--- src/rtl/mux_bus_arbiter_pkg.sv ---
// Shared types and constants for the round-robin bus arbiter.
// Holds the FSM encoding and the requester count used by every block.
package mux_bus_arbiter_pkg;

    localparam int NUM_REQ        = 4;
    localparam int DEF_DATA_WIDTH = 16;
    localparam int DEF_MAX_BURST  = 8;

    typedef enum logic {
        IDLE  = 1'b0,
        GRANT = 1'b1
    } state_t;

    function automatic logic [NUM_REQ-1:0] onehot4(input logic [1:0] idx);
        return NUM_REQ'(1) << idx;
    endfunction

endpackage

--- src/rtl/Mux4x16.sv ---
// 4:1 bus multiplexer used as the arbiter datapath.
// Purely combinational; the select comes from the arbiter's owner register.
module Mux4x16 #(
    parameter int WIDTH = 16
) (
    input  logic [WIDTH-1:0] in0,
    input  logic [WIDTH-1:0] in1,
    input  logic [WIDTH-1:0] in2,
    input  logic [WIDTH-1:0] in3,
    input  logic [1:0]       sel,
    output logic [WIDTH-1:0] out
);

    always_comb begin
        out = in0;
        case (sel)
            2'd1:    out = in1;
            2'd2:    out = in2;
            2'd3:    out = in3;
            default: out = in0;
        endcase
    end

endmodule

--- src/rtl/rr_pick4.sv ---
// Combinational round-robin winner finder for four requesters.
// Scans req starting at ptr and wrapping; the first set bit wins.
module rr_pick4 (
    input  logic [3:0] req,
    input  logic [1:0] ptr,
    output logic [1:0] winner,
    output logic       any
);

    logic [1:0] idx;

    // Walk from farthest to nearest so the nearest hit overwrites last.
    always_comb begin
        winner = 2'd0;
        any    = 1'b0;
        idx    = 2'd0;
        for (int j = 3; j >= 0; j--) begin
            idx = ptr + 2'(j);
            if (req[idx]) begin
                winner = idx;
                any    = 1'b1;
            end
        end
    end

endmodule

--- src/rtl/mux_bus_arbiter.sv ---
// Round-robin arbiter owning the select of a shared 4:1 bus.
// Grants one requester for a bounded burst, then rotates with no bubble.
module mux_bus_arbiter
    import mux_bus_arbiter_pkg::*;
#(
    parameter int DATA_WIDTH = DEF_DATA_WIDTH,
    parameter int SEL_WIDTH  = 2,
    parameter int MAX_BURST  = DEF_MAX_BURST,
    parameter int CNT_WIDTH  = 8
) (
    input  logic                  clk,
    input  logic                  rst,
    input  logic [NUM_REQ-1:0]    req,
    input  logic [DATA_WIDTH-1:0] in0,
    input  logic [DATA_WIDTH-1:0] in1,
    input  logic [DATA_WIDTH-1:0] in2,
    input  logic [DATA_WIDTH-1:0] in3,
    output logic [NUM_REQ-1:0]    grant,
    output logic [SEL_WIDTH-1:0]  sel,
    output logic [DATA_WIDTH-1:0] out_data,
    output logic                  out_valid
);

    state_t               state, state_n;
    logic [NUM_REQ-1:0]   grant_n;
    logic [SEL_WIDTH-1:0] sel_n;
    logic [1:0]           ptr, ptr_n;
    logic [CNT_WIDTH-1:0] count, count_n;
    logic [1:0]           winner;
    logic                 any;
    logic                 release_now;

    // ptr is one past the last owner, so a releasing owner that still
    // requests is naturally scanned last and only wins when alone.
    rr_pick4 u_pick (
        .req    (req),
        .ptr    (ptr),
        .winner (winner),
        .any    (any)
    );

    Mux4x16 #(.WIDTH(DATA_WIDTH)) u_mux (
        .in0 (in0),
        .in1 (in1),
        .in2 (in2),
        .in3 (in3),
        .sel (sel),
        .out (out_data)
    );

    assign release_now = !req[sel]
                       || (count == CNT_WIDTH'(MAX_BURST - 1));

    always_comb begin
        state_n = state;
        grant_n = grant;
        sel_n   = sel;
        ptr_n   = ptr;
        count_n = count;
        unique case (state)
            IDLE: begin
                if (any) begin
                    state_n = GRANT;
                    grant_n = onehot4(winner);
                    sel_n   = winner;
                    ptr_n   = winner + 2'd1;
                    count_n = '0;
                end
            end
            GRANT: begin
                if (!release_now) begin
                    count_n = count + CNT_WIDTH'(1);
                end else if (any) begin
                    grant_n = onehot4(winner);
                    sel_n   = winner;
                    ptr_n   = winner + 2'd1;
                    count_n = '0;
                end else begin
                    state_n = IDLE;
                    grant_n = '0;
                    count_n = '0;
                end
            end
            default: state_n = IDLE;
        endcase
    end

    always_ff @(posedge clk) begin
        if (rst) begin
            state <= IDLE;
            grant <= '0;
            sel   <= '0;
            ptr   <= 2'd0;
            count <= '0;
        end else begin
            state <= state_n;
            grant <= grant_n;
            sel   <= sel_n;
            ptr   <= ptr_n;
            count <= count_n;
        end
    end

    assign out_valid = (state == GRANT) && req[sel];

endmodule
--- config.mk ---
export PLATFORM = sky130hd
export DESIGN_NAME = mux_bus_arbiter
export DESIGN_NICKNAME = d
export VERILOG_FILES = /design/src/rtl/mux_bus_arbiter_pkg.sv /design/src/rtl/Mux4x16.sv /design/src/rtl/rr_pick4.sv /design/src/rtl/mux_bus_arbiter.sv
export SDC_FILE = /design/constraint.sdc
export NUM_CORES = 1
export LEC_CHECK = 0
export ABC_AREA = 0
export CORE_UTILIZATION = 39
export CTS_BUF_LIST = sky130_fd_sc_hd__clkbuf_16
export CTS_CLUSTER_DIAMETER = 60
export DETAILED_ROUTE_END_ITERATION = 8
export PLACE_DENSITY = 0.86
export SYNTH_ARGS = -nofsm -noshare
export SYNTH_HDL_FRONTEND = slang
export SYNTH_HIERARCHICAL = 1
export SYNTH_SLANG_ARGS = --single-unit
--- constraint.sdc ---
create_clock -name clk -period 4.6 [get_ports clk]
set_input_delay 1.15 -clock clk [delete_from_list [all_inputs] [get_ports clk]]
set_output_delay 1.15 -clock clk [all_outputs]
set_load 0.02 [all_outputs]
-- Yosys cells after proc, flatten, opt, wreduce, memory -nomap -nowiden
Index checks and enable logic that the tools add are counted.
- flip-flop bits (word level): 17
- input bits: 70
- output and inout bits: 23
- logic and storage cells: 62
- add/subtract/negate cells: 5
- magnitude comparators: 5
- equality and inequality tests: 6
- shift-type cells: 1
- multiplexer cells: 35
- bitwise gates (word level): 1
- reductions and logical operators: 4
- operator list (operator ; count):
    one-hot mux 16 bit (3 select lines) ; 1
    two-way mux 2 bit ; 8
    two-way mux 8 bit ; 2
    one-hot mux 8 bit (2 select lines) ; 1
    less-than comparator 2 x 3 -> 1 bit, second input constant ; 5
    two-way mux 4 bit ; 3
    two-way mux 1 bit ; 11
    binary-select mux 1 bit (select 2 bit) ; 5
    adder 8 x 1 -> 8 bit, second input constant ; 1
    equality test 8 x 3 -> 1 bit, second input constant ; 1
    one-hot mux 2 bit (2 select lines) ; 2
    one-hot mux 4 bit (2 select lines) ; 1
    adder 2 x 1 -> 2 bit, second input constant ; 2
    adder 2 bit, second input constant ; 2
    equality test 2 bit, second input constant ; 2
    << shifter 1 x 2 -> 4 bit, first input constant ; 1
    equality test 2 x 1 -> 1 bit, second input constant ; 1
    != test 2 x 1 -> 1 bit, second input constant ; 1
    != test 2 bit, second input constant ; 1
    one-hot mux 1 bit (2 select lines) ; 1
    AND reduction 2 bit ; 1
    logical AND 1 bit ; 1
    zero test 1 bit ; 1
    logical OR 1 bit ; 1
    NOT 1 bit ; 1

-- Logic depth before layout (Yosys ltp)
Gate-level depths: netlist of the first run.
- word-level depth: 11
- gate-level depth with buffers: 7
- gate-level depth less buffers: 7

-- Cells and area by module
Netlist of the first run, hierarchy kept.
- by module, submodules not included (module ; times used ; cells an instance ; area an instance (µm²) ; seq. area each (µm²)):
    mux_bus_arbiter ; 1 ; 104 ; 919.6 ; 340.3
    Mux4x16 ; 1 ; 20 ; 424.2 ; 0.0
    rr_pick4 ; 1 ; 13 ; 77.6 ; 0.0

-- Worst setup path after synthesis of the first run
OpenSTA, ideal clock, no wires.
- path type: in2out
- from: input req[3]
- to: output out_valid
- data arrival time: 1979 ps
- required time: 3450 ps
- setup slack: 1471 ps
- cell stages on the path: 4
- path buffers: 1
- cell sequence: mux2i_1 > o22a_1 > inv_1 > clkbuf_1
- word-level cells in the longest chain between the ends: 3
- ends and longest elaborated chain (what ; line ; source):
    from (decl) ; mux_bus_arbiter.sv:13 ; input logic [NUM_REQ-1:0] req,
    binary-select mux 1 bit (select 2 bit) ; mux_bus_arbiter.sv:104 ; assign out_valid = (state == GRANT) && req[sel];
    two-way mux 1 bit (implied by the code) ; mux_bus_arbiter.sv:104 ;
    logical AND 1 bit ; mux_bus_arbiter.sv:104 ;
    to (decl) ; mux_bus_arbiter.sv:21 ; output logic out_valid
Every way passes these cells. The select of a mux whose other input is x is not followed.

-- Worst setup path after layout of the first run
Ends and elaborated chain as after synthesis.

==> run summary, run 1 <==
The run finished with clean final reports. The total standard cell area after synthesis is 1421 um2. For this configuration, the core starts out at a cell density of 0.4161. The count of input and output buffers is 92. In the layout the commonest cells are sky130_fd_sc_hd__clkdlybuf4s50_1 (92), sky130_fd_sc_hd__dfxtp_1 (17), sky130_fd_sc_hd__nand2_1 (14). The worst reg-to-reg path cell count is 4. The antenna diode count is 0. The number of nets in the layout came out at 303. The clock transition time at the flip-flop clock pins of the worst setup and hold paths is 0.05 ns.

The routed wirelength normalized by instance count is 15.67 um. The height of the chip came out at 62.37 um. In this run the remaining antenna-violating nets after routing total 0. The synthesized area per cell is 10.37 um2. The detailed-router iteration count before antenna repair is 4. Of the total power, combinational logic draws 0.476. The leakage power figure is 0.8662 nW. The most area-hungry cell type in the Yosys netlist is sky130_fd_sc_hd__dfxtp_1. The clock network power share is 0.257. The full die area is 3890 um2.

The final non-filler cell total is 273. In this run, synthesis inferred 0 flip-flops with an integrated enable. The longest clock path from root to sink contains 2 buffers.

The number of endpoints failing setup at the final stage is 0. The DRC marker count from the first detailed-route iteration came out at 18. The final critical-path required period came out at 3.873 ns. The horizontal extent of the die is 62.37 um. By area, the combinational part of the netlist is dominated by multiplexers. The worst setup path is captured at an output port. By area the synthesized netlist is led by sky130_fd_sc_hd__dfxtp_1 (24%), sky130_fd_sc_hd__mux4_2 (16%), sky130_fd_sc_hd__mux4_1 (11%), sky130_fd_sc_hd__nand2b_1 (5.7%), sky130_fd_sc_hd__ha_1 (4.4%). The analysis attributes to net switching a power of 0.0002134 W. The worst hold slack after final layout came out at 0.4782 ns. The hold-critical path depth is 2. The boundary pin count came out at 93. The global-route wire length before repair is 7017 um.

The routed layout has 1455 vias. The final HPWL from detailed placement is 3395 um. The final hold violation count came out at 0. CTS built an H-tree with a depth of 1. The number of buffers added by the clock tree synthesis step is 3. The data arrival time of the worst path is 2.72 ns. The proportion of netlist area held by the largest area contributor is 0.2394.

Setup total negative slack on the finished layout was measured at 0 ns. The xor-xnor portion of the synthesized cell area came out at 0. The path type of the worst min-delay path is flip-flop to flip-flop.

The area added between synthesis and finish is 71.04%. The switching share of total power came out at 0.3123. Max-cap violations in this run came to 0. The synthesis warning total came out at 6. The final global-route overflow total came out at 0.

The cell count after placement came out at 269. The library cell used most frequently in the layout, excluding fill and tap cells, is sky130_fd_sc_hd__clkdlybuf4s50_1. The area of the placeable core came out at 3416 um2. The count of standard-cell rows is 21.

The clock drives 17 sinks. Of the cells placed in the final design, the portion with a size suffix greater than 1 is 0.08370. Of the synthesized area, sequential elements account for 0.2394.

The per-cell via count in the routed design came out at 5.330. The most frequently used flop master after synthesis is sky130_fd_sc_hd__dfxtp_1. The synthesized design contains 17 register bits. The cell chosen for the clock root is sky130_fd_sc_hd__clkbuf_16.

The number of antenna violations at the first check in global routing is 0. Prior to clock tree synthesis, the placed netlist has a worst setup slack of 0.7287 ns. At the end of routability-driven placement, the weighted congestion stood at 0.7668.

The largest net degree at the start of global routing is 26. The required time at the worst-slack endpoint is 3.45 ns. The kind of critical path is input port to output port. The compound-gate portion of the synthesized area is 0.1259. The maximum fanout along the worst path is 5.

The post-CTS setup buffer count came out at 0. The cell internal power dissipation is 0.0004698 W. Of the total synthesized cell area, the portion taken by full adders, half adders and majority gates is 0.04401.

Across the routed clock network, the largest skew measured is 0.002859 ns. The worst ir drop on vdd is 0.2088 mV. The cell count after synthesis came out at 137. The proportion of synthesized flip-flops having asynchronous set or reset came out at 0. The total wire length after detailed routing came out at 4279 um.

Measured against its own limit, the worst slew margin works out to 0.4569. The number of unique standard cell types used by synthesis came out at 32. Measured against the total synthesized area, the mux share comes to 0.3222.

The number of hold buffers added after CTS came out at 0. The transition at the pin with the smallest max-transition slack came out at 0.8135 ns. Setup repair after global routing left no endpoint under its margin. In the routed design, unresolved DRC markers number 0. The area share of and/or/nand/nor cells after synthesis is 0.2157.

Static timing analysis puts the maximum clock frequency at 0.2582 GHz. Dividing the final minimum period by the clock period gives 0.8419. The critical path launch point type is an input port. The number of slew-limit violations in the final report is 0. The CTS tree is built. The number of nets in the synthesized netlist is 212.

Across all setup checks in the final design, the least slack found is 0.7271 ns. The latest clock arrival within the worst-skew pair is 0.25 ns. The total track usage came out at 0.2284. The power density of the placed cells is 281.0 nW/um2. The number of global-route vias before repair came out at 1475. The sequential power share came out at 0.267. The post-cts repair resize count came out at 0.
==> power groups by stage <==
stage	clock (W)	combinational, W	sequential [W]
floorplan	0	0.000179	0.000184
global placement	0	0.000324	0.000185
detailed placement	0	0.000327	0.000185
CTS	0.000174	0.000329	0.000182
global route	0.000183	0.000348	0.000186
finish	0.000176	0.000325	0.000183
==> cells in the mapped netlist (all sizes together) (3+ instances only) <==
master	number
buf	5
mux4	16
nor2	8
ha	5
nand3	6
a31oi	5
inv	3
mux2i	6
nand2	14
nor3	3
dfxtp	17
clkbuf	3
nor2b	5
nand2b	13
o2bb2ai	4
o211ai	3
a21oi	5
or4	3
==> final timing paths <==
| path | startpoint | endpoint | slack, ns |
|---|---|---|---|
| worst min-delay path | grant[3] | grant[3] | 0.48 |
| worst min register to register | grant[3] | grant[3] | 0.48 |
| worst max-delay path | req[3] | out_valid | 0.73 |
| worst max register to register | count[5] | ptr[0] | 2.37 |
==> layer usage <==
| layer | vias up | track usage | part of all wire | wire length [um] |
|---|---|---|---|---|
| met3 | 6 | 0.05109 | 0.078 | 333 |
| met1 | 680 | 0.2590 | 0.40 | 1713 |
| met5 | - | 0 | 0 | 0 |
| met2 | 59 | 0.4299 | 0.51 | 2179 |
| met4 | 0 | 0.05523 | 0.012 | 52 |
| li1 | 710 | - | - | - |
==> critical path, cell delays in order <==
cell	delay, ns
sky130_fd_sc_hd__clkdlybuf4s50_1	0.54
sky130_fd_sc_hd__mux2i_1	0.11
sky130_fd_sc_hd__o22a_1	0.25
sky130_fd_sc_hd__inv_1	0.09
sky130_fd_sc_hd__clkdlybuf4s50_1	0.59
==> flip-flops by register name (all words and copies together) (netlist names) <==
name,cells
grant,4
count,8
state,1
sel,2
ptr,2
==> area by class of cell <==
type / instances / area, um2
clock buffers: 3 / 75.07
clock inverters: 1 / 5.005
fillers: 268 / 984.7
inverters: 3 / 11.26
multi-input cells: 109 / 1006
flip-flops and latches: 17 / 340.3
well taps: 46 / 57.56
repair buffers: 94 / 935.9
==> stage by stage <==
step | util | cell area [um2] | power (W)
after floorplan | - | 1421 | 0.0003631
final | 0.7117 | 2431 | 0.0006831
after global placement | 0.6883 | 2351 | 0.0005085
after global routing | 0.7117 | 2431 | 0.0007163
after detailed placement | 0.6883 | 2351 | 0.0005121
after CTS | 0.7117 | 2431 | 0.0006850
==> cell families after synthesis <==
group | count (synthesis)
and+or+nand+nor | 58
muxes | 23
buffers and inverters | 11
adders and majority gates | 5
AOI/OAI and AO/OA | 23
DFF | 17
Power figures use the tool's default switching activity.
==> run 2: changes to the inputs <==
- CORE_UTILIZATION: 39 -> 36
- PLACE_DENSITY: 0.86 -> 0.8
- clock period: 4.6 -> 3.65 ns (I/O delays scaled with it)
==> run 2 against run 1 <==
Clock power increased by 24%. Sequential share of layout area decreased by 0.050 points. Die area increased by 8.1%. Clock skew decreased by 0.0021 ns. Hold slack got worse by 0.0035 ns. Global-route usage decreased by 0.35 points. Critical path type unchanged.
==> run summary, run 2 (synthesized netlist as in run 1, its figures left out) <==
The flow ran to the end, and the final reports show no timing, DRC or antenna violations. The worst setup path is launched from an input port. The worst slew margin relative to its limit is 0.5054. The setup TNS is 0 ns. The level count of the clock H-tree came out at 1.

At the pin with the least slew margin, the transition time is 0.7395 ns. The number of slew-limit violations in the final report is 0. The post-CTS setup buffer count is 0.

The via count came out at 1517. The achievable clock frequency came out at 0.2976 GHz. The fraction of final layout cells sized beyond drive strength 1 is 0.08333. Relative to the synthesized area, the layout overhead comes to 71.65%. After clock tree synthesis, the clock-pin slew on the worst setup and hold paths is 0.05 ns. The data arrival time of the worst path is 2.45 ns.

The total area inside the core boundary comes to 3716 um2. The library cell used most frequently in the layout, excluding fill and tap cells, is sky130_fd_sc_hd__clkdlybuf4s50_1. The number of endpoints failing setup at the final stage came out at 0. Counting cells, the worst reg-to-reg path comes to 4. In this run the worst path has a maximum fanout of 1. The number of flip-flops under the largest register name came out at 8. The latest clock arrival within the worst-skew pair is 0.25 ns. The antenna diode count is 0. The clock network power share is 0.254. The switching share of total power is 0.3139.

The routed wirelength normalized by instance count is 16.78 um. The number of global-route vias before repair is 1424. The detailed-router iteration count before antenna repair is 5. CTS saw 17 sinks. The leakage power figure came out at 0.8729 nW. The critical path starts at in1[13]. The critical path in this run is classified as input port to output port.

The initial core utilization came out at 0.3825. Of the total power, registers draw 0.254. The number of antenna violations at the first check in global routing was 0. The routability-driven placement congestion ratio is 0.8089.

In this run the clock root is driven by a sky130_fd_sc_hd__clkbuf_16. The number of hold buffers added after CTS is 0. The combinational group share of total power came out at 0.493. The height of the chip came out at 64.84 um. From left edge to right edge, the die measures 64.84 um.

Post-CTS repair changed the size of 0 cells. The final critical-path required period came out at 3.360 ns. For flop-to-flop paths, the worst setup slack is 1.46 ns. The core occupancy in the finished layout is 0.6566. The total wire length after detailed routing came out at 4631 um. At the worst endpoint, the required time is 2.74 ns. The DRC marker count from the first detailed-route iteration is 50. The most critical setup path has its endpoint at out_data[13]. The boundary pin count is 93. The full die area came out at 4204 um2. The HPWL after detailed placement is 3698 um. The ratio of final minimum period to clock period is 0.9207.

The critical register-to-register path endpoint is ptr[0]. The number of buffers between clock root and the deepest sink is 2. After detailed routing, the number of vias per cell comes to 5.496. Across the routed clock network, the largest skew measured is 0.0007480 ns. The count of buffers added on input and output ports is 92. Leaving out fill and tap cells, the most frequent cells in the layout are sky130_fd_sc_hd__clkdlybuf4s50_1 (92), sky130_fd_sc_hd__dfxtp_1 (17), sky130_fd_sc_hd__nand2_1 (14). Dividing total power by cell area gives a power density of 354.1 nW/um2. The total track usage came out at 0.2249.

TritonCTS built the clock tree. The count of nets left with antenna violations once routing finished came out at 0. The register with the most flip-flops is count.

The max-capacitance violation count is 0. The final global-route overflow total came out at 0. The total power came out at 0.0008639 W. The switching power came out at 0.0002712 W.

Setup repair after global routing left no endpoint under its margin. The worst reg2reg path startpoint is count[5]. Entering global routing, the biggest net connects 26 pins. In the final layout, the registers with the most flip-flops are count (8), grant (4). The count of standard-cell rows is 22. For this run, design rule violations remaining after detail routing come to 0.

The path type of the worst min-delay path is flip-flop to flip-flop. The final hold violation count is 0. STA classifies the critical path endpoint as an output port. Counting the buffers created by CTS gives 3. The global-route wire length before repair is 6996 um. The worst ir drop on vdd came out at 0.2763 mV. The number of nets in the layout came out at 304.

The cell internal power dissipation came out at 0.0005928 W.
-- run 2: cell types whose count changed in the layout (fill, tap and decap cells not counted) --
cell	change
sky130_fd_sc_hd__buf_4	+1
sky130_fd_sc_hd__inv_1	+1
sky130_fd_sc_hd__clkinv_2	-1
-- run 2: cell type report --
class                   count  area [um2]
fillers                   285        1276
multi-input cells         109        1006
repair buffers             95       943.4
flip-flops and latches     17       340.3
clock buffers               3       75.07
well taps                  48       60.06
inverters                   3       11.26
clock inverters             1       3.754
-- run 2: critical path, stage by stage --
cell and delay [ns]:
sky130_fd_sc_hd__clkdlybuf4s50_1 0.42, sky130_fd_sc_hd__mux4_1 0.52, sky130_fd_sc_hd__clkdlybuf4s50_1 0.60
-- run 2: worst min-delay path by stage --
stage | from | slack, ns | cells after the start | end
6_report | grant[0] | 0.47 | 2 | grant[0]
5_1_grt | grant[0] | 0.51 | 2 | grant[0]
4_1_cts | grant[0] | 0.48 | 2 | grant[0]
3_5_place_dp | grant[0] | 0.47 | 2 | grant[0]
3_3_place_gp | grant[3] | 0.47 | 2 | grant[3]
2_1_floorplan | count[0] | 0.46 | 2 | count[0]
-- run 2: power groups by stage --
stage          combinational [W]  clock, W  sequential [W]
3_5_place_dp            0.000426         0        0.000223
6_report                0.000426  0.000219        0.000219
5_1_grt                 0.000449  0.000228        0.000223
2_1_floorplan           0.000225         0        0.000232
4_1_cts                 0.000429  0.000220        0.000219
3_3_place_gp            0.000421         0        0.000223
-- run 2: layer usage --
layer	GRT usage	wire [um]	up-vias
li1	-	-	713
met1	0.2560	1820	719
met2	0.3841	2227	75
met3	0.05458	412	10
met4	0.1194	170	0
met5	0	0	-
-- run 2: per-stage QoR --
stage | cells | cell area (um2) | hold WS [ns] | setup WS, ns
2_1_floorplan | 137 | 1421 | 0.4580 | 0.9963
6_report | 276 | 2440 | 0.4747 | 0.2895
3_3_place_gp | 272 | 2361 | 0.4672 | 0.2872
4_1_cts | 276 | 2440 | 0.4777 | 0.2760
5_1_grt | 276 | 2440 | 0.5111 | 0.2312
3_5_place_dp | 272 | 2361 | 0.4694 | 0.2848
==> run 3: changes to the inputs <==
- CELL_PAD_IN_SITES_DETAIL_PLACEMENT: unset -> 0
- CELL_PAD_IN_SITES_GLOBAL_PLACEMENT: unset -> 1
- CORE_UTILIZATION: 36 -> 26
- PLACE_DENSITY: 0.8 -> unset
- PLACE_DENSITY_LB_ADDON: unset -> 0.1
==> run 3 against run 2 <==
Largest power group unchanged. Via count decreased by 0.46%. Power decreased by 0.22%. Combinational power increased by 1%. Clock power decreased by 3%.
==> run summary, run 3 (synthesized netlist as in run 1, its figures left out) <==
The latest clock arrival within the worst-skew pair came out at 0.24 ns. The achievable clock frequency is 0.2903 GHz. The HPWL after detailed placement is 3811 um. The worst reg-to-reg setup slack is 1.42 ns. The DRC marker count from the first detailed-route iteration is 43. The setup path with the least slack is of type input port to output port. The number of nets in the layout came out at 304. The ratio of final minimum period to clock period is 0.9436. The boundary pin count is 93.

The area taken by multi-input logic gates is 1006 um2. The number of buffers between clock root and the deepest sink came out at 2. In this run, post-CTS hold repair placed 0 buffers. After detailed routing, the total wire length is 4952 um. Setup repair after global routing left no endpoint under its margin. The switching power came out at 0.0002692 W.

The global-route wire length before repair came out at 8148 um. The final global-route overflow total came out at 0. The worst register-to-register path has a depth of 4.

The register with the most flip-flops is count. VDD sags by at most 0.2505 mV. The number of antenna-violating nets in the routed design is 0. The clock network power share came out at 0.247. The global routing stage identified its most utilized layer as met2. The data arrival time of the worst path is 2.53 ns. The number of flip-flops under the largest register name is 8. CTS built an H-tree with a depth of 1. The fraction of final layout cells sized beyond drive strength 1 is 0.08333. In the routed design, unresolved DRC markers number 0. The post-cts repair resize count came out at 0. In this run the worst hold path is classified as flip-flop to flip-flop. The post-layout worst setup margin is 0.2057 ns. The antenna diode count came out at 0.

The hold-critical path depth is 2. The final hold violation count came out at 0. The worst slew margin relative to its limit is 0.4736. The number of global-route vias before repair was 1539.

The horizontal extent of the die is 75.94 um. The endpoint identified for the worst register-to-register timing path is ptr[0]. TritonCTS built the clock tree. The post-CTS setup buffer count is 0.

The number of antenna violations at the first check in global routing is 0. The sequential power share came out at 0.253. The fraction of met3 tracks used by global routing is 0.03855.

In this run the most critical hold path is launched from grant[1]. At the end of routability-driven placement, the weighted congestion stood at 0.8124. For this run, global-route usage on met2 was measured as 0.2882. The TritonCTS sink count came out at 17. The count of input and output buffers came out at 92. The element type at the critical path end is an output port.

The sequential cells in the finished layout cover a total of 340.3 um2. The power density of the placed cells is 349.4 nW/um2. In the routed layout, each cell is associated on average with a via count of 5.067. The number of buffers added by the clock tree synthesis step is 3. The combinational group share of total power is 0.499. The cell chosen for the clock root is sky130_fd_sc_hd__clkbuf_16. The commonest non-fill, non-tap cell in the layout is sky130_fd_sc_hd__clkdlybuf4s50_1. The maximum fanout along the worst path is 5. The worst min-delay path endpoint is grant[1]. The total track usage came out at 0.1756. Across the run, the number of max-cap violations was 0. The height of the chip is 75.94 um. The initial core utilization is 0.2748. The largest net degree at the start of global routing is 26.

The area added between synthesis and finish came out at 73.59%. The number of endpoints failing setup at the final stage came out at 0. The library cells used most frequently in the layout, excluding fill and tap cells, are sky130_fd_sc_hd__clkdlybuf4s50_1 (92), sky130_fd_sc_hd__dfxtp_1 (17), sky130_fd_sc_hd__nand2_1 (14). The switching share of total power is 0.3122. At the pin with the least slew margin, the transition time is 0.7871 ns.

At the placement stage, the worst setup path has a slack of 0.2097 ns. The flow ran to the end, and the final reports show no timing, DRC or antenna violations. In the final timing run, aggregate negative setup slack is 0 ns. The fill cell instance count of the final layout is 478. The met1 track utilization from global routing came out at 0.2307. The floorplan has 26 rows. Data on the critical path is required at its endpoint by 2.74 ns. The area of the placeable core is 5172 um2.

The detailed-router iteration count before antenna repair is 4. The analysis attributes to cell leakage a power of 0.8729 nW. The die covers 5766 um2. After layout, the minimum clock period comes to 3.444 ns. The cell internal power dissipation came out at 0.0005929 W.

The startpoint identified for the worst register-to-register timing path is count[5]. The largest registers in the layout are count (8), grant (4). The clock tree skew after final layout is 0.002852 ns.

STA classifies the critical path startpoint as an input port. The clock transition time at the flip-flop clock pins of the worst setup and hold paths is 0.05 ns. The routed layout has 1510 vias. The routed wirelength normalized by instance count came out at 16.62 um.

The number of slew-limit violations in the final report came out at 0.
==> run 3: cell counts in the layout (fill, tap and decap cells not counted) <==
Identical to the previous run, type by type.
==> run 3: metal layers <==
layer	wire length (um)	up-vias
met1	2308	722
met3	324	6
li1	-	715
met2	2245	67
met5	0	-
met4	75	0
==> run 3: power by group through the flow <==
stage,registers (W),clock network [W],logic [W]
after CTS,0.000218,0.000218,0.000436
after detailed placement,0.000222,0,0.000433
final,0.000218,0.000213,0.000431
after global placement,0.000221,0,0.000428
after global routing,0.000221,0.000230,0.000459
after floorplan,0.000232,0,0.000225
==> run 3: through the flow <==
stage	instances	total power [W]	instance area (um2)	hold slack (ns)	util
2_1_floorplan	137	0.0004576	1421	0.4580	-
3_3_place_gp	294	0.0006489	2389	0.4633	0.4618
4_1_cts	298	0.0008714	2467	0.4819	0.4770
6_report	298	0.0008620	2467	0.4771	0.4770
5_1_grt	298	0.0009097	2467	0.5108	0.4770
3_5_place_dp	294	0.0006554	2389	0.4737	0.4618
==> run 3: area by class of cell <==
cell class | count | share of cell area
multi-input cells | 109 | 0.4077
repair buffers | 95 | 0.3824
flip-flops and latches | 17 | 0.1379
well taps | 70 | 0.03550
clock buffers | 3 | 0.03043
inverters | 3 | 0.004564
clock inverters | 1 | 0.001521
==> run 3: how the worst max path moves through the flow <==
stage | start | endpoint | slack, ns
3_5_place_dp | req[3] | out_valid | 0.21
3_3_place_gp | req[3] | out_valid | 0.22
2_1_floorplan | req[3] | out_valid | 1.0
6_report | req[3] | out_valid | 0.21
4_1_cts | req[3] | out_valid | 0.20
5_1_grt | req[3] | out_valid | 0.15
==> run 3: worst max-delay path, stage by stage <==
cell and delay [ns]:
sky130_fd_sc_hd__clkdlybuf4s50_1 0.55, sky130_fd_sc_hd__mux2i_1 0.10, sky130_fd_sc_hd__o22a_1 0.26, sky130_fd_sc_hd__inv_1 0.10, sky130_fd_sc_hd__clkdlybuf4s50_1 0.61
